[src/rtl/pool_pkg.sv]
// Shared definitions for the pooling address generator and its max-pool
// consumer.
//   POOL_DATA_WIDTH : width of a signed feature word
//   pool_flags_t    : {valid, pack, last} bundle. It travels beside each
//                     SRAM read so that it lines up with the returned data.
//   smax(a, b)      : signed maximum. On a tie it returns a.
package pool_pkg;

  localparam int POOL_DATA_WIDTH = 16;

  typedef struct packed {
    logic valid;  // an address was issued in this slot
    logic pack;   // final element of a pooling window
    logic last;   // final element of the feature map
  } pool_flags_t;

  // Return b only when it is strictly greater. An equal value therefore
  // keeps the running accumulator (a).
  function automatic logic signed [POOL_DATA_WIDTH-1:0] smax(
    input logic signed [POOL_DATA_WIDTH-1:0] a,
    input logic signed [POOL_DATA_WIDTH-1:0] b
  );
    return (b > a) ? b : a;
  endfunction

endpackage

[src/rtl/pool_max_unit_if.sv]
// Bus bundle between the pool_max_unit and its environment. The environment
// is made up of the address generator, the ifmap SRAM and the output buffer.
//   BIAS_VALID/BIAS/BIAS_PACK/BIAS_LAST : address stream from the generator
//   RD_EN/RD_ADDR/RD_DATA               : ifmap SRAM read port
//   OUT_VALID/OUT_DATA/OUT_ADDR/OUT_LAST: pooled result to the output buffer
//   ERR                                 : sticky protocol error
// Modports: master = environment side, slave = pool_max_unit side.
//
// Handshake: valid-only, with no ready in either direction. A beat transfers
// on every rising edge where its valid is high and the shared EN is high.
// Nothing can apply backpressure. EN is the single stall, and it is shared
// by the generator, the SRAM pipeline and this unit, so all of them freeze
// together.
interface pool_max_unit_if #(
  parameter int ADDR_WIDTH     = 12,
  parameter int DATA_WIDTH     = pool_pkg::POOL_DATA_WIDTH,
  parameter int OUT_ADDR_WIDTH = 10
);

  logic                      BIAS_VALID;
  logic [ADDR_WIDTH-1:0]     BIAS;
  logic                      BIAS_PACK;
  logic                      BIAS_LAST;
  logic                      RD_EN;
  logic [ADDR_WIDTH-1:0]     RD_ADDR;
  logic [DATA_WIDTH-1:0]     RD_DATA;
  logic                      OUT_VALID;
  logic [DATA_WIDTH-1:0]     OUT_DATA;
  logic [OUT_ADDR_WIDTH-1:0] OUT_ADDR;
  logic                      OUT_LAST;
  logic                      ERR;

  modport master (
    output BIAS_VALID, BIAS, BIAS_PACK, BIAS_LAST, RD_DATA,
    input  RD_EN, RD_ADDR, OUT_VALID, OUT_DATA, OUT_ADDR, OUT_LAST, ERR
  );

  modport slave (
    input  BIAS_VALID, BIAS, BIAS_PACK, BIAS_LAST, RD_DATA,
    output RD_EN, RD_ADDR, OUT_VALID, OUT_DATA, OUT_ADDR, OUT_LAST, ERR
  );

endinterface

[src/rtl/pool_flag_delay.sv]
// DEPTH-stage shift register for the {valid, pack, last} flag bundle.
// It delays the flags by the SRAM read latency, so that they arrive together
// with the data they describe. It advances only when en is high and is
// cleared by a synchronous reset.
//   clk, rst, en : clock, synchronous active-high reset, advance enable
//   d            : flags issued together with the read strobe
//   q            : flags aligned with the returned read data
module pool_flag_delay
  import pool_pkg::*;
#(
  parameter int DEPTH = 1
) (
  input  logic        clk,
  input  logic        rst,
  input  logic        en,
  input  pool_flags_t d,
  output pool_flags_t q
);

  pool_flags_t stage [DEPTH];

  always_ff @(posedge clk) begin
    if (rst) begin
      for (int i = 0; i < DEPTH; i++) stage[i] <= '0;
    end else if (en) begin
      stage[0] <= d;
      for (int i = 1; i < DEPTH; i++) stage[i] <= stage[i-1];
    end
  end

  assign q = stage[DEPTH-1];

endmodule

[src/rtl/pool_max_unit.sv]
// Max-pool consumer that sits directly behind the pooling address generator.
// It turns each incoming address into an ifmap SRAM read. When the data comes
// back, it folds the data into a signed running maximum per window. At every
// window close it emits one pooled word, together with a sequential output
// address and a map-last flag.
//   CLK, RESET, EN : clock, synchronous active-high reset, global advance
//   bus (slave)    : address stream in, SRAM read port, pooled result out, ERR
// Configuration macro: POOL_RELU_EN. When it is defined, each pooled result
// is clamped to max(value, 0) on output only. The accumulator is not clamped.
// RD_LAT must be within 1..4. DATA_WIDTH must equal pool_pkg::POOL_DATA_WIDTH,
// because smax works at that width.
module pool_max_unit
  import pool_pkg::*;
#(
  parameter int ADDR_WIDTH     = 12,
  parameter int DATA_WIDTH     = POOL_DATA_WIDTH,
  parameter int OUT_ADDR_WIDTH = 10,
  parameter int RD_LAT         = 1
) (
  input logic          CLK,
  input logic          RESET,
  input logic          EN,
  pool_max_unit_if.slave bus
);

  // Stage A: issue the read, and capture the flags beside it.
  logic                  rd_en_q;
  logic [ADDR_WIDTH-1:0] rd_addr_q;
  pool_flags_t           flags_a;
  pool_flags_t           flags_b;

  always_ff @(posedge CLK) begin
    if (RESET) begin
      rd_en_q   <= 1'b0;
      rd_addr_q <= '0;
      flags_a   <= '0;
    end else if (EN) begin
      rd_en_q       <= bus.BIAS_VALID;
      rd_addr_q     <= bus.BIAS;
      flags_a.valid <= bus.BIAS_VALID;
      flags_a.pack  <= bus.BIAS_VALID & bus.BIAS_PACK;
      flags_a.last  <= bus.BIAS_VALID & bus.BIAS_LAST;
    end
  end

  // The strobe is gated by EN. During a stall the SRAM sees no read, even
  // though the registered strobe still holds the pending request.
  assign bus.RD_EN   = rd_en_q & EN;
  assign bus.RD_ADDR = rd_addr_q;

  pool_flag_delay #(.DEPTH(RD_LAT)) u_flag_delay (
    .clk (CLK),
    .rst (RESET),
    .en  (EN),
    .d   (flags_a),
    .q   (flags_b)
  );

  // Stage B: reduce the aligned data.
  logic signed [DATA_WIDTH-1:0] rd_word;
  logic signed [DATA_WIDTH-1:0] acc;
  logic signed [DATA_WIDTH-1:0] cur;
  logic signed [DATA_WIDTH-1:0] out_val;
  logic                         window_open;
  logic                         close;
  logic [OUT_ADDR_WIDTH-1:0]    out_cnt;
  logic                         out_valid_q;
  logic [DATA_WIDTH-1:0]        out_data_q;
  logic [OUT_ADDR_WIDTH-1:0]    out_addr_q;
  logic                         out_last_q;
  logic                         err_q;

  assign rd_word = bus.RD_DATA;

  always_comb begin
    cur     = window_open ? smax(acc, rd_word) : rd_word;
`ifdef POOL_RELU_EN
    out_val = cur[DATA_WIDTH-1] ? '0 : cur;
`else
    out_val = cur;
`endif
    // A map-last without pack still has to close the window, so the data
    // is not lost.
    close   = flags_b.pack | flags_b.last;
  end

  always_ff @(posedge CLK) begin
    if (RESET) begin
      acc         <= '0;
      window_open <= 1'b0;
      out_cnt     <= '0;
      out_valid_q <= 1'b0;
      out_data_q  <= '0;
      out_addr_q  <= '0;
      out_last_q  <= 1'b0;
      err_q       <= 1'b0;
    end else if (EN) begin
      out_valid_q <= 1'b0;
      out_last_q  <= 1'b0;
      if (flags_b.valid) begin
        if (!close) begin
          acc         <= cur;
          window_open <= 1'b1;
        end else begin
          out_valid_q <= 1'b1;
          out_data_q  <= out_val;
          out_addr_q  <= out_cnt;
          window_open <= 1'b0;
          if (flags_b.last) begin
            out_last_q <= 1'b1;
            out_cnt    <= '0;
            if (!flags_b.pack) err_q <= 1'b1;
          end else begin
            out_cnt <= out_cnt + 1'b1;
            // The map has more windows than the output buffer can address.
            if (out_cnt == {OUT_ADDR_WIDTH{1'b1}}) err_q <= 1'b1;
          end
        end
      end
    end
  end

  assign bus.OUT_VALID = out_valid_q;
  assign bus.OUT_DATA  = out_data_q;
  assign bus.OUT_ADDR  = out_addr_q;
  assign bus.OUT_LAST  = out_last_q;
  assign bus.ERR       = err_q;

endmodule

[src/flat_wrapper.sv]
// flat-port wrapper written by rule: the top's interface ports become plain ports
module pool_max_unit_flat import pool_pkg::*;
#(
  parameter int ADDR_WIDTH     = 12,
  parameter int DATA_WIDTH     = POOL_DATA_WIDTH,
  parameter int OUT_ADDR_WIDTH = 10,
  parameter int RD_LAT         = 1
)
  (CLK, RESET, EN, bus_BIAS_VALID, bus_BIAS, bus_BIAS_PACK, bus_BIAS_LAST, bus_RD_DATA, bus_RD_EN, bus_RD_ADDR, bus_OUT_VALID, bus_OUT_DATA, bus_OUT_ADDR, bus_OUT_LAST, bus_ERR);
  pool_max_unit_if #(.ADDR_WIDTH(ADDR_WIDTH), .DATA_WIDTH(DATA_WIDTH), .OUT_ADDR_WIDTH(OUT_ADDR_WIDTH)) bus_i ();
  input logic CLK;
  input logic RESET;
  input logic EN;
  input wire logic [$bits(bus_i.BIAS_VALID)-1:0] bus_BIAS_VALID;
  input wire logic [$bits(bus_i.BIAS)-1:0] bus_BIAS;
  input wire logic [$bits(bus_i.BIAS_PACK)-1:0] bus_BIAS_PACK;
  input wire logic [$bits(bus_i.BIAS_LAST)-1:0] bus_BIAS_LAST;
  input wire logic [$bits(bus_i.RD_DATA)-1:0] bus_RD_DATA;
  output wire logic [$bits(bus_i.RD_EN)-1:0] bus_RD_EN;
  output wire logic [$bits(bus_i.RD_ADDR)-1:0] bus_RD_ADDR;
  output wire logic [$bits(bus_i.OUT_VALID)-1:0] bus_OUT_VALID;
  output wire logic [$bits(bus_i.OUT_DATA)-1:0] bus_OUT_DATA;
  output wire logic [$bits(bus_i.OUT_ADDR)-1:0] bus_OUT_ADDR;
  output wire logic [$bits(bus_i.OUT_LAST)-1:0] bus_OUT_LAST;
  output wire logic [$bits(bus_i.ERR)-1:0] bus_ERR;
  assign bus_i.BIAS_VALID = bus_BIAS_VALID;
  assign bus_i.BIAS = bus_BIAS;
  assign bus_i.BIAS_PACK = bus_BIAS_PACK;
  assign bus_i.BIAS_LAST = bus_BIAS_LAST;
  assign bus_i.RD_DATA = bus_RD_DATA;
  assign bus_RD_EN = bus_i.RD_EN;
  assign bus_RD_ADDR = bus_i.RD_ADDR;
  assign bus_OUT_VALID = bus_i.OUT_VALID;
  assign bus_OUT_DATA = bus_i.OUT_DATA;
  assign bus_OUT_ADDR = bus_i.OUT_ADDR;
  assign bus_OUT_LAST = bus_i.OUT_LAST;
  assign bus_ERR = bus_i.ERR;
  pool_max_unit #(.ADDR_WIDTH(ADDR_WIDTH), .DATA_WIDTH(DATA_WIDTH), .OUT_ADDR_WIDTH(OUT_ADDR_WIDTH), .RD_LAT(RD_LAT)) u_core (.CLK(CLK), .RESET(RESET), .EN(EN), .bus(bus_i));
endmodule
[config.mk]
export PLATFORM = sky130hd
export DESIGN_NAME = pool_max_unit_flat
export DESIGN_NICKNAME = d
export VERILOG_FILES = /design/src/rtl/pool_pkg.sv /design/src/rtl/pool_max_unit_if.sv /design/src/rtl/pool_flag_delay.sv /design/src/rtl/pool_max_unit.sv /design/src/flat_wrapper.sv
export SDC_FILE = /design/constraint.sdc
export NUM_CORES = 1
export LEC_CHECK = 0
export BUFFER_PORTS_ARGS = -buffer_cell sky130_fd_sc_hd__buf_2
export CORE_MARGIN = 3
export CORE_UTILIZATION = 49
export CTS_BUF_LIST = sky130_fd_sc_hd__clkbuf_4 sky130_fd_sc_hd__clkbuf_8 sky130_fd_sc_hd__clkbuf_16
export DETAILED_ROUTE_END_ITERATION = 8
export GPL_ROUTABILITY_DRIVEN = 1
export PLACE_DENSITY = 0.84
export SYNTH_ARGS = -nofsm -noshare
export SYNTH_HDL_FRONTEND = slang
export SYNTH_SLANG_ARGS = --single-unit
[constraint.sdc]
create_clock -name CLK -period 2.3 [get_ports CLK]
set_input_delay 0.115 -clock CLK [delete_from_list [all_inputs] [get_ports CLK]]
set_output_delay 0.115 -clock CLK [all_outputs]
set_load 0.01 [all_outputs]
Word level (Yosys, flattened, before mapping) --
Memory sizes are Yosys's and may differ from the RTL's. Index checks and enable logic that the tools add are counted.
Word-level totals: register bits after elaboration 71, input port bits 34, logic and storage cells 47, memory bits (writable) 3, bits in read-only memories 0, memories 1, output and inout port bits 42, bits in latches 0
Memory list:
- u_core.u_flag_delay.stage | words 1, width 3, rd ports 1, clocked after memory_dff 0, wr ports 1, RTL line pool_flag_delay.sv:20 | pool_flags_t stage [DEPTH];
Cells by class: shift-type cells 0, $lt $le $gt $ge 1, $add $sub $neg 1, eq/ne operators 2, reductions and logical operators 6, div/mod/pow operators 0, multipliers 0, bitwise operators 5, multiplexer cells 19
Operators with widths (count):
- 16-bit two-way mux | 2
- 16-bit > comparator | 1
- 1-bit two-way mux | 15
- 10-bit by 1-bit adder with 10-bit output (second input constant) | 1
- 10-bit equality test (second input constant) | 1
- 10-bit two-way mux | 1
- 3-bit AND reduction | 2
- 5-bit AND reduction | 1
- 1-bit bitwise AND | 3
- 3-bit two-way mux | 1
- 3-bit OR reduction | 1
- 2-bit != test (second input constant) | 1
- 2-bit AND reduction | 1
- 2-bit nonzero test | 1
- 1-bit NOT | 1
- 1-bit OR | 1

Depth between registers and ports, before layout --
Gate-level depths: netlist of the first run.
depth after elaboration 5, depth in mapped cells 10, depth with buffers taken out 8

Cells and area by module --
Synthesis of the first run repeated with hierarchy kept, for this count alone.
Second synthesis, totals: cell total of the unflattened synthesis 418, area, all modules 3698.5 sq um
By module, submodules not included:
- pool_max_unit | times used 1, cells an instance 411, area each 3575.9 sq um, sequential area each 1421.4 sq um
- pool_flag_delay | times used 1, cells an instance 7, area each 122.6 sq um, sequential area each 90.1 sq um

Worst setup path before layout of the first run --
OpenSTA, ideal clock, no wires.
kind register to register, start register u_core.acc[15], end register u_core.acc[0], arrival 2.194 ns, required time 2.228 ns, setup slack 0.034 ns, clock period less this slack 2.266 ns, path buffers 1, library setup time 0.072 ns, stages on the path, launching flop included 10, path through dfxtp_1 > inv_1 > ha_1 > nand4_2 > o21bai_1 > a211oi_1 > nand3_1 > a31oi_4 > buf_12 > mux2i_1
On the way: longest elaborated chain between the ends 3
Ends and longest elaborated chain:
- from (decl) | RTL line pool_max_unit.sv:61 | logic signed [DATA_WIDTH-1:0] acc;
- from (signal assigned) | RTL line pool_max_unit.sv:102 | acc <= cur;
- 16-bit > comparator | RTL line pool_pkg.sv:23 | return (b > a) ? b : a;
- 16-bit two-way mux | RTL line pool_pkg.sv:23
- 16-bit two-way mux | RTL line pool_max_unit.sv:76 | cur = window_open ? smax(acc, rd_word) : rd_word;
No other way between the ends. A chain may end at the register's enable or synchronous reset.

Worst setup path after layout of the first run --
start register u_core.acc[6], end register u_core.acc[13]
The elaborated chain is that of the path after synthesis.

==> impl_metrics.csv, run 1 <==
group,metric,value,unit
sta,worst_pin_slew,0.9791,ns
synthesis,seq_area_frac_synth,40.78,%
sta,finalCriticalPeriod,2.248,ns
routing,drc,0,
pwr,total_power,2669,uW
sta,hold-worst-slack,0.003029,ns
routing,routed_wl,9195,um
synthesis,synth_area_per_cell,8.803,um2
critical_path,worstPathArrival,2.53,ns
pwr,power_frac_seq,50.4,%
sta,setup_viol_count_final,0,
sta,fmax,0.4448,GHz
routing,via_per_inst,5.601,
global_routing,grt_use_met2,35.39,%
sta,rsz0062_at_grt,"yes",
placed_design,detailed_place_hpwl,6093,um
routing,ant_nets,0,
cts,clock_latency,0.35,ns
synthesis,synth-main-ff-cell,"dfxtp_1",
cells_and_area,seqCellArea,0.001520,mm2
critical_path,cp-end-kind,"flip-flop",
pwr,swShare,28.19,%
synthesis,synth_top_area_share,38.35,%
pwr,power_frac_comb,13.9,%
sta,slew_viol_final,0,
run_status,status,"finished clean",
global_routing,grt_max_degree,34,
critical_path,cp_max_fo,7,
floorplanning,fp.dieW,92.97,um
sta,fin_skew,0.01314,ns
critical_path,worst-r2r-cell-count,9,
critical_path,path_class,"flip-flop to flip-flop",
sta,period_share,97.74,%
cts,ctsHtreeMaxLevel,3,
global_routing,grt_overflow,0,
cts,clk_pin_slew_worst_paths,0.09,ns
placed_design,dp_cells,579,
job,maxCapViolCount,0,
cells_and_area,synthToLayoutAreaGrowth,23.97,%
cells_and_area,final_util,63.01,%
global_routing,busiest_layer,"met2",
floorplanning,fp.dieH,92.97,um
pwr,irDropWorstVdd,0.0003770,V
cells_and_area,instances_no_fill,602,
pwr,p_leak,0.001842,uW
critical_path,worstPathRequired,2.58,ns
cts,cts_buffers,9,
cells_and_area,num_antenna_cells,0,
min_path,whs_path_depth,3,
global_routing,grt_use_total,21.37,%
cells_and_area,multi_input_area,0.002138,mm2
synthesis,ys_ff_latch,74,
cells_and_area,drive_above_1_share,28.43,%
synthesis,ys_types,40,
synthesis,synth-warning-count,0,
cts,clock-sinks,74,
synthesis,synth_area_leaders,"dfxtp_1 (38%), mux2i_1 (7.8%), nand2b_1 (6.1%), ha_1 (5.7%), nand3_1 (5.0%)",
synthesis,async_reset_ff_share,0,%
placed_design,numPortBuffers,75,
routing,drt-initial-drc-count,155,
pwr,p_per_area,580.8,mW/mm2
synthesis,yosys.area.top_type,"dfxtp_1",
floorplanning,num_rows,31,
pwr,clkPwrFrac,35.7,%
global_routing,met3_usage,6.093,%
synthesis,synth_cells,421,
min_path,hold_class,"input port to flip-flop",
floorplanning,initial_core_util,50.82,%
routing,vias,3372,
floorplanning,core_area,0.007292,mm2
floorplanning,dieArea,0.008642,mm2
synthesis,syn_area,0.003706,mm2
cells_and_area,nets,549,
global_routing,antenna_found_initial,0,
routing,routedWlPerCell,15.27,um
global_routing,grt_pass1_wl,15050,um
placed_design,gp_congestion,0.8615,
routing,drt-pass1-iter-count,5,
pwr,p_int,1916,uW
floorplanning,ios,76,
cts,cts_root_buffer,"clkbuf_8",
synthesis,synth-edff-count,3,
sta,hold_viol_final,0,
cells_and_area,fill_cells,655,
sta,relSlewSlack,34.66,%
cts,cts_buffer_depth,2,
synthesis,yosys-top-cells-count,"dfxtp_1 (71), nand3_1 (37), nand2b_1 (36), nand2_1 (35), mux2i_1 (29)",
global_routing,grt_pass1_vias,3310,
pwr,switchingPower,752.2,uW
global_routing,use_met1,26.94,%
synthesis,synthesis.nets,472,
critical_path,startpoint_type,"flip-flop",
cts,cts_tree,"built",
synthesis,yosysMostFrequentCell,"dfxtp_1",
[through the flow]
stage | instance area (um2) | setup slack (ns) | TNS (ns)
after CTS | 4378 | 0.007217 | 0
after global placement | 4178 | 0.07163 | 0
after floorplan | 3706 | 0.03422 | 0
after detailed placement | 4178 | -0.04378 | -0.3787
final | 4594 | 0.05195 | 0
after global routing | 4594 | -0.05538 | -0.3554
[metal layers]
metal / up-vias / wire length [um] / share of wire [%]
li1: 1659 / - / -
met3: 10 / 695 / 7.6
met5: - / 0 / 0
met2: 128 / 4401 / 48
met4: 0 / 111 / 1.2
met1: 1575 / 3985 / 43
[layout make-up]
cell class | count | share of cell area (%)
clock inverter | 5 | 0.8442
timing repair buffer | 95 | 12.12
multi-input combinational | 299 | 46.54
sequential | 74 | 33.09
inverter | 19 | 1.552
tap | 99 | 2.696
clock buffer | 11 | 3.159
[what timing repair did]
| action | in CTS | in global routing |
|---|---|---|
| hold endpoints to repair | 1 | 0 |
| pin swaps | 0 | 9 |
| buffers inserted | 0 | 5 |
| cloned | 0 | 1 |
| setup endpoints to repair | 26 | 32 |
| hold buffers | 1 | 0 |
| gates resized for setup | 3 | 28 |
[final timing paths]
| path | start | to | slack [ns] |
|---|---|---|---|
| max reg2reg | u_core.acc[6] | u_core.acc[13] | 0.05 |
| max | u_core.acc[6] | u_core.acc[13] | 0.05 |
| min reg2reg | u_core.bus.OUT_ADDR[8] | u_core.bus.OUT_ADDR[8] | 0.45 |
| min | bus_BIAS[5] | u_core.bus.RD_ADDR[5] | 0.003 |
[cells by family (layout without fill, tap and decap cells)]
family	after synthesis	count (layout)	share of synthesized area, %
adders and majority gates	17	17	5.739
buffers and inverters	48	130	5.368
DFF	74	74	40.78
and+or+nand+nor	175	175	24.92
AOI/OAI and AO/OA	73	73	14.18
xor gates and xnor gates	5	5	1.182
muxes	29	29	7.833
[power groups by stage]
stage                     Combinational (uW)  Clock, uW  Sequential, uW
final                                    370        953            1350
after global routing                     406       1010            1350
after CTS                                329        967            1340
after detailed placement                 325          0            1370
after global placement                   313          0            1370
after floorplan                          195          0            1380
[registers in the layout, indices dropped and copies added (netlist names)]
register	cells
u_core.bus.RD_ADDR	12
u_core.out_cnt	10
u_core.window_open	1
u_core.bus.OUT_DATA	16
u_core.flags_a	2
u_core.rd_en_q	1
u_core.bus.OUT_VALID	1
u_core.u_flag_delay.stage	3
u_core.bus.OUT_LAST	1
u_core.bus.OUT_ADDR	10
u_core.bus.ERR	1
u_core.acc	16
[worst max-delay path, stage by stage, from the launching register on]
cell and delay [ns]:
dfxtp_2 0.35, inv_1 0.07, ha_1 0.29, nand4_1 0.20, o221ai_2 0.29, and2_4 0.21
o211ai_4 0.11, a31oi_4 0.28, buf_6 0.20, mux2i_1 0.20
[placed cells by master (no fill, tap or decap), types with 3 or more instances in the layout]
cell type   synthesis  layout
edfxtp_1            3       3
and2_1              6       5
nand2b_1           36      36
ha_4                0       8
a32oi_1            16      16
o211ai_1           16      16
xor2_1              5       5
o21ai_0             4       4
buf_2               2      75
inv_2               0       4
nand3_1            37      36
mux2i_1            29      29
clkbuf_8            0      10
nor2_1             24      23
nand2_1            35      35
and3_1              5       4
inv_1              19      15
nand4_1             3       3
nor4_1             15      15
clkinvlp_4          0       4
or3_1               3       3
dfxtp_2             0       7
a21oi_1            26      26
buf_4               0      16
ha_1               17       9
dfxtp_1            71      64
No activity file was read; power rests on OpenSTA's default activity.
==> run 2, diff against run 1 <==
==> constraint.sdc (replaced) <==
create_clock -name CLK -period 1.8 [get_ports CLK]
set_input_delay 0.54 -clock CLK [delete_from_list [all_inputs] [get_ports CLK]]
set_output_delay 0.54 -clock CLK [all_outputs]
set_load 0.01 [all_outputs]
==> run 2 against run 1 <==
The run now ends with setup timing left. Non-clock buffer count increased by 31. Via count increased by 6.2%. Combinational power increased by 46%. Sequential share of layout area decreased by 2.2 points. Worst hold slack improved by 0.42 ns.
==> impl_metrics.csv, run 2 (same netlist as run 1, synthesis figures left out) <==
group,metric,value,unit
cts,cts_root_buffer,"clkbuf_8",
floorplanning,core_area,0.007292,mm2
sta,period_share,126.0,%
sta,fin_tns_setup,-11.93,ns
cts,cts_buffers,9,
global_routing,grt_max_degree,36,
cells_and_area,num_antenna_cells,0,
routing,drt-met1-wl,4008,um
cells_and_area,synthToLayoutAreaGrowth,33.09,%
job,maxCapViolCount,0,
sta,setup_viol_count_final,32,
sta,worst_pin_slew,1.300,ns
cts,clock-sinks,74,
global_routing,grt_overflow,0,
pwr,irDropWorstVdd,0.0006877,V
critical_path,worstPathRequired,2.07,ns
cts,clock_latency,0.35,ns
routing,routedWlPerCell,15.59,um
pwr,p_per_area,732.9,mW/mm2
global_routing,grt_pass1_wl,16550,um
floorplanning,ios,76,
floorplanning,fp.dieH,92.97,um
routing,routed_wl,9870,um
floorplanning,initial_core_util,50.82,%
pwr,total_power,3615,uW
placed_design,detailed_place_hpwl,6824,um
run_status,status,"complete, but fails checks",
sta,fmax,0.4408,GHz
cells_and_area,final_common_cell,"buf_2",
routing,drc,0,
sta,finalCriticalPeriod,2.268,ns
floorplanning,dieArea,0.008642,mm2
critical_path,r2r_start,"u_core.acc[15]",
critical_path,path_class,"flip-flop to flip-flop",
cells_and_area,nets,580,
sta,slew_viol_final,0,
critical_path,worst_r2r_endpoint,"u_core.acc[14]",
critical_path,worstPathArrival,2.54,ns
routing,drt-pass1-iter-count,5,
cts,clk_pin_slew_worst_paths,0.08,ns
cells_and_area,drive_above_1_share,35.02,%
sta,relSlewSlack,13.01,%
global_routing,antenna_found_initial,0,
floorplanning,num_rows,31,
floorplanning,fp.dieW,92.97,um
routing,ant_nets,0,
routing,drt-initial-drc-count,183,
critical_path,cp-end-kind,"flip-flop",
placed_design,gp_congestion,0.8873,
routing,routed.top_layer,"met4",
sta,hold_viol_final,0,
critical_path,startpoint_type,"flip-flop",
critical_path,worst-r2r-cell-count,12,
routing,routed-wl-met3,810,um
global_routing,grt_pass1_vias,3614,
min_path,hold_end,"u_core.bus.RD_ADDR[0]",
min_path,whs_path_depth,3,
sta,timing.final.ws_setup,-0.4685,ns
routing,wl_met2,4858,um
critical_path,rrSetupSlack,-0.47,ns
cts,cts_buffer_depth,2,
cells_and_area,instances_no_fill,633,
sta,rsz0062_at_grt,"yes",
sta,fin_skew,0.007063,ns
min_path,hold_class,"input port to flip-flop",
cells_and_area,mostFrequentLayoutCells,"buf_2 (75), dfxtp_1 (60), buf_4 (43)",
run_status,failed_checks,"setup timing",
placed_design,numPortBuffers,75,
cts,ctsHtreeMaxLevel,3,
sta,hold-worst-slack,0.4240,ns
min_path,worstHoldStart,"bus_BIAS[0]",
routing,vias,3580,
pwr,p_leak,0.002038,uW
critical_path,cp_max_fo,6,
routing,via_per_inst,5.656,
placed_design,dp_cells,611,
cts,cts_tree,"built",
global_routing,grt_use_total,23.80,%
-- run 2: power by group --
group          leakage, uW  total [uW]  switching (uW)  internal (uW)
sequential        0.000615        1720            26.8           1690
clock             0.000104        1350             684            668
combinational      0.00132         542             298            244
total              0.00204        3610            1010           2610
-- run 2: routing by layer --
metal	GRT usage, %	vias to the layer above
li1	-	1726
met1	27.97	1680
met2	41.27	154
met3	7.149	20
met4	7.692	0
met5	0	-
-- run 2: layout make-up --
type	instances	area, um2
fillers	582	2360
multi-input cells	299	2196
flip-flops and latches	74	1525
repair buffers	126	805.8
clock buffers	9	123.9
well taps	99	123.9
clock inverters	7	86.33
inverters	19	71.32
-- run 2: worst max path at each step --
stage	slack (ns)	startpoint	endpoint	cells after the start
floorplan	-0.57	bus_RD_DATA[6]	u_core.acc[0]	8
global placement	-0.63	bus_RD_DATA[11]	u_core.bus.OUT_DATA[4]	9
detailed placement	-0.72	bus_RD_DATA[6]	u_core.acc[6]	9
CTS	-0.46	u_core.acc[12]	u_core.acc[14]	9
global route	-0.59	u_core.acc[15]	u_core.acc[14]	12
finish	-0.47	u_core.acc[15]	u_core.acc[14]	12
-- run 2: what timing repair did --
| action | in CTS | in global routing |
|---|---|---|
| hold buffers | 0 | 0 |
| pin swaps | 11 | 7 |
| buffers inserted | 3 | 3 |
| gates cloned | 1 | 0 |
| resized for setup | 25 | 13 |
| endpoints found under the setup margin | 32 | 33 |
-- run 2: per-stage QoR --
step           util (%)  cell area [um2]  setup WS (ns)
5_1_grt           67.64             4932        -0.5853
3_3_place_gp      62.05             4524        -0.6289
2_1_floorplan         -             3791        -0.5690
3_5_place_dp      62.05             4524        -0.7172
4_1_cts           67.26             4905        -0.4551
6_report          67.64             4932        -0.4685
-- run 2: critical path, cell delays in order, from the launching register on --
cell	delay [ns]
dfxtp_2	0.35
inv_2	0.05
ha_4	0.28
nand4_4	0.13
nor4_4	0.36
buf_4	0.19
a211oi_4	0.05
buf_4	0.15
nand3_4	0.06
a31oi_4	0.10
buf_6	0.14
buf_12	0.13
mux2i_2	0.18
==> run 3, diff against run 2 <==
--- a/config.mk
+++ b/config.mk
@@ -7,11 +7,11 @@
 export LEC_CHECK = 0
 export BUFFER_PORTS_ARGS = -buffer_cell sky130_fd_sc_hd__buf_2
 export CORE_MARGIN = 3
-export CORE_UTILIZATION = 49
-export CTS_BUF_LIST = sky130_fd_sc_hd__clkbuf_4 sky130_fd_sc_hd__clkbuf_8 sky130_fd_sc_hd__clkbuf_16
+export CORE_UTILIZATION = 51
+export CTS_BUF_LIST = sky130_fd_sc_hd__clkbuf_4
 export DETAILED_ROUTE_END_ITERATION = 8
 export GPL_ROUTABILITY_DRIVEN = 1
-export PLACE_DENSITY = 0.84
+export PLACE_DENSITY = 0.78
 export SYNTH_ARGS = -nofsm -noshare
 export SYNTH_HDL_FRONTEND = slang
 export SYNTH_SLANG_ARGS = --single-unit
==> run 3 against run 2 <==
The flow still finishes with violations (setup timing). Sequential share of layout area decreased by 0.55 points. Via count is 1.7% higher. Worst setup slack better by 0.071 ns. Largest power group unchanged. First-iteration DRC count is 14% lower. Critical path depth shrank 3. Global-route usage increased by 1.2 points. Cell count rose by 1.1%. Power fell by 3.0%. Register-to-register slack improved by 0.07 ns. Core utilization is 4.9 points higher. Routed wire length grew 2.7%. Design area grew 1.5%.
==> impl_metrics.csv, run 3 (same netlist as run 1, synthesis figures left out) <==
group,metric,value,unit
cts,clk_pin_slew_worst_paths,0.13,ns
global_routing,grt_overflow,0,
sta,relSlewSlack,14.10,%
routing,ant_nets,0,
sta,hold_viol_final,0,
critical_path,cp_max_fo,6,
global_routing,grt_use_total,25.04,%
critical_path,path_class,"flip-flop to flip-flop",
floorplanning,initial_core_util,53.66,%
critical_path,cp_cell_sequence,"inv_2 > ha_4 > nand4_1 > nor4_4 > a211o_2 > o211ai_4 > a31oi_4 > buf_6 > mux2i_1",
placed_design,gp_congestion,0.8387,
cts,ctsHtreeMaxLevel,3,
critical_path,worstPathRequired,2.14,ns
min_path,hold_class,"input port to flip-flop",
cts,cts_root_buffer,"clkbuf_4",
placed_design,numPortBuffers,75,
cells_and_area,mostFrequentLayoutCells,"buf_2 (75), dfxtp_1 (63), buf_4 (52)",
cells_and_area,synthToLayoutAreaGrowth,35.15,%
routing,routedWlPerCell,15.84,um
floorplanning,fp.dieW,91.25,um
sta,worst_pin_slew,1.284,ns
global_routing,antenna_found_initial,0,
sta,period_share,122.1,%
critical_path,critical_path_buf_inv_count,2,
cells_and_area,final_common_cell,"buf_2",
routing,drt-initial-drc-count,157,
cts,clock-sinks,74,
floorplanning,ios,76,
routing,drt-pass1-iter-count,4,
critical_path,worstPathArrival,2.54,ns
run_status,failed_checks,"setup timing",
cts,cts_tree,"built",
critical_path,startpoint_type,"flip-flop",
cts,cts_hold_buf,0,
floorplanning,dieArea,0.008326,mm2
cts,clock_latency,0.42,ns
routing,vias,3640,
sta,rsz0062_at_grt,"yes",
sta,fin_skew,0.01556,ns
sta,slew_viol_final,0,
placed_design,dp_cells,619,
global_routing,grt_pass1_wl,17220,um
sta,timing.final.ws_setup,-0.3970,ns
critical_path,crit_family,"compound AO/OA/AOI/OAI gates",
floorplanning,num_rows,30,
sta,setup_viol_count_final,32,
job,maxCapViolCount,0,
cells_and_area,num_antenna_cells,0,
sta,fmax,0.4552,GHz
pwr,irDropWorstVdd,0.0006345,V
run_status,status,"complete, but fails checks",
cells_and_area,nets,590,
pwr,p_leak,0.002076,uW
floorplanning,fp.dieH,91.25,um
routing,via_per_inst,5.688,
routing,routed_wl,10140,um
critical_path,cp-end-kind,"flip-flop",
global_routing,grt_pass1_vias,3765,
pwr,total_power,3505,uW
pwr,p_per_area,699.8,mW/mm2
cells_and_area,drive_above_1_share,36.95,%
critical_path,slowest_delay,0.37,ns
cts,cts_buffers,9,
sta,finalCriticalPeriod,2.197,ns
floorplanning,core_area,0.006907,mm2
placed_design,detailed_place_hpwl,6901,um
routing,drc,0,
cts,cts_buffer_depth,2,
cells_and_area,instances_no_fill,640,
critical_path,cp_slowest_cell,"dfxtp_2",
global_routing,grt_max_degree,30,
sta,hold-worst-slack,0.3641,ns
-- run 3: cell types whose count changed in the layout (fill, tap and decap cells not counted), moves of 2 or more --
cell and change:
a21oi_1 -4, dfxtp_1 +3, buf_4 +9, ha_4 +2, dfxtp_2 -3, clkbuf_4 +10
clkbuf_8 -9, inv_8 -2, a21oi_2 +4, ha_1 -2
-- run 3: area by class of cell --
| cell class | instances | area (um2) |
|---|---|---|
| Clock inverter | 6 | 90.09 |
| Multi-Input combinational cell | 299 | 2242 |
| Inverter | 19 | 71.32 |
| Clock buffer | 10 | 75.07 |
| Sequential cell | 74 | 1521 |
| Fill cell | 553 | 1898 |
| Timing Repair Buffer | 136 | 888.4 |
| Tap cell | 96 | 120.1 |
-- run 3: tightest hold or removal path, cell delays in order --
cell and delay, ns:
buf_2 0.07, mux2i_1 0.05, nor2_1 0.08
-- run 3: routing by layer --
| metal | vias up | routed length (um) | track usage, % |
|---|---|---|---|
| li1 | 1750 | - | - |
| met1 | 1723 | 4336 | 30.95 |
| met2 | 144 | 4943 | 42.00 |
| met3 | 23 | 657 | 5.717 |
| met4 | 0 | 201 | 10.18 |
| met5 | - | 0 | 0 |
-- run 3: power breakdown --
| part | switching (uW) | internal (uW) |
|---|---|---|
| clock | 616 | 584 |
| combinational | 312 | 270 |
| sequential | 27.8 | 1690 |
-- run 3: stage by stage --
stage	setup WS [ns]	setup TNS (ns)	util [%]	cell area, um2
floorplan	-0.5690	-15.21	-	3791
global placement	-0.6140	-18.67	66.65	4603
detailed placement	-0.7185	-21.88	66.65	4603
CTS	-0.3787	-10.25	71.67	4950
global route	-0.4755	-14.12	72.52	5009
finish	-0.3970	-11.14	72.52	5009
-- run 3: worst paths after layout --
| kind | from | end | slack [ns] | cells past startpoint |
|---|---|---|---|---|
| max | u_core.acc[11] | u_core.acc[0] | -0.40 | 9 |
| min | bus_BIAS[10] | u_core.bus.RD_ADDR[10] | 0.36 | 3 |
| max reg2reg | u_core.acc[11] | u_core.acc[0] | -0.40 | 9 |
| min reg2reg | u_core.bus.OUT_ADDR[2] | u_core.bus.OUT_ADDR[2] | 0.46 | 2 |
-- run 3: timing repair --
action / in CTS / in global routing
setup buffers: 4 / 1
pin swaps: 17 / 16
endpoints found under the hold margin: 0 / 0
resized for setup: 31 / 13
endpoints found under the setup margin: 32 / 32
gates cloned: 0 / 0
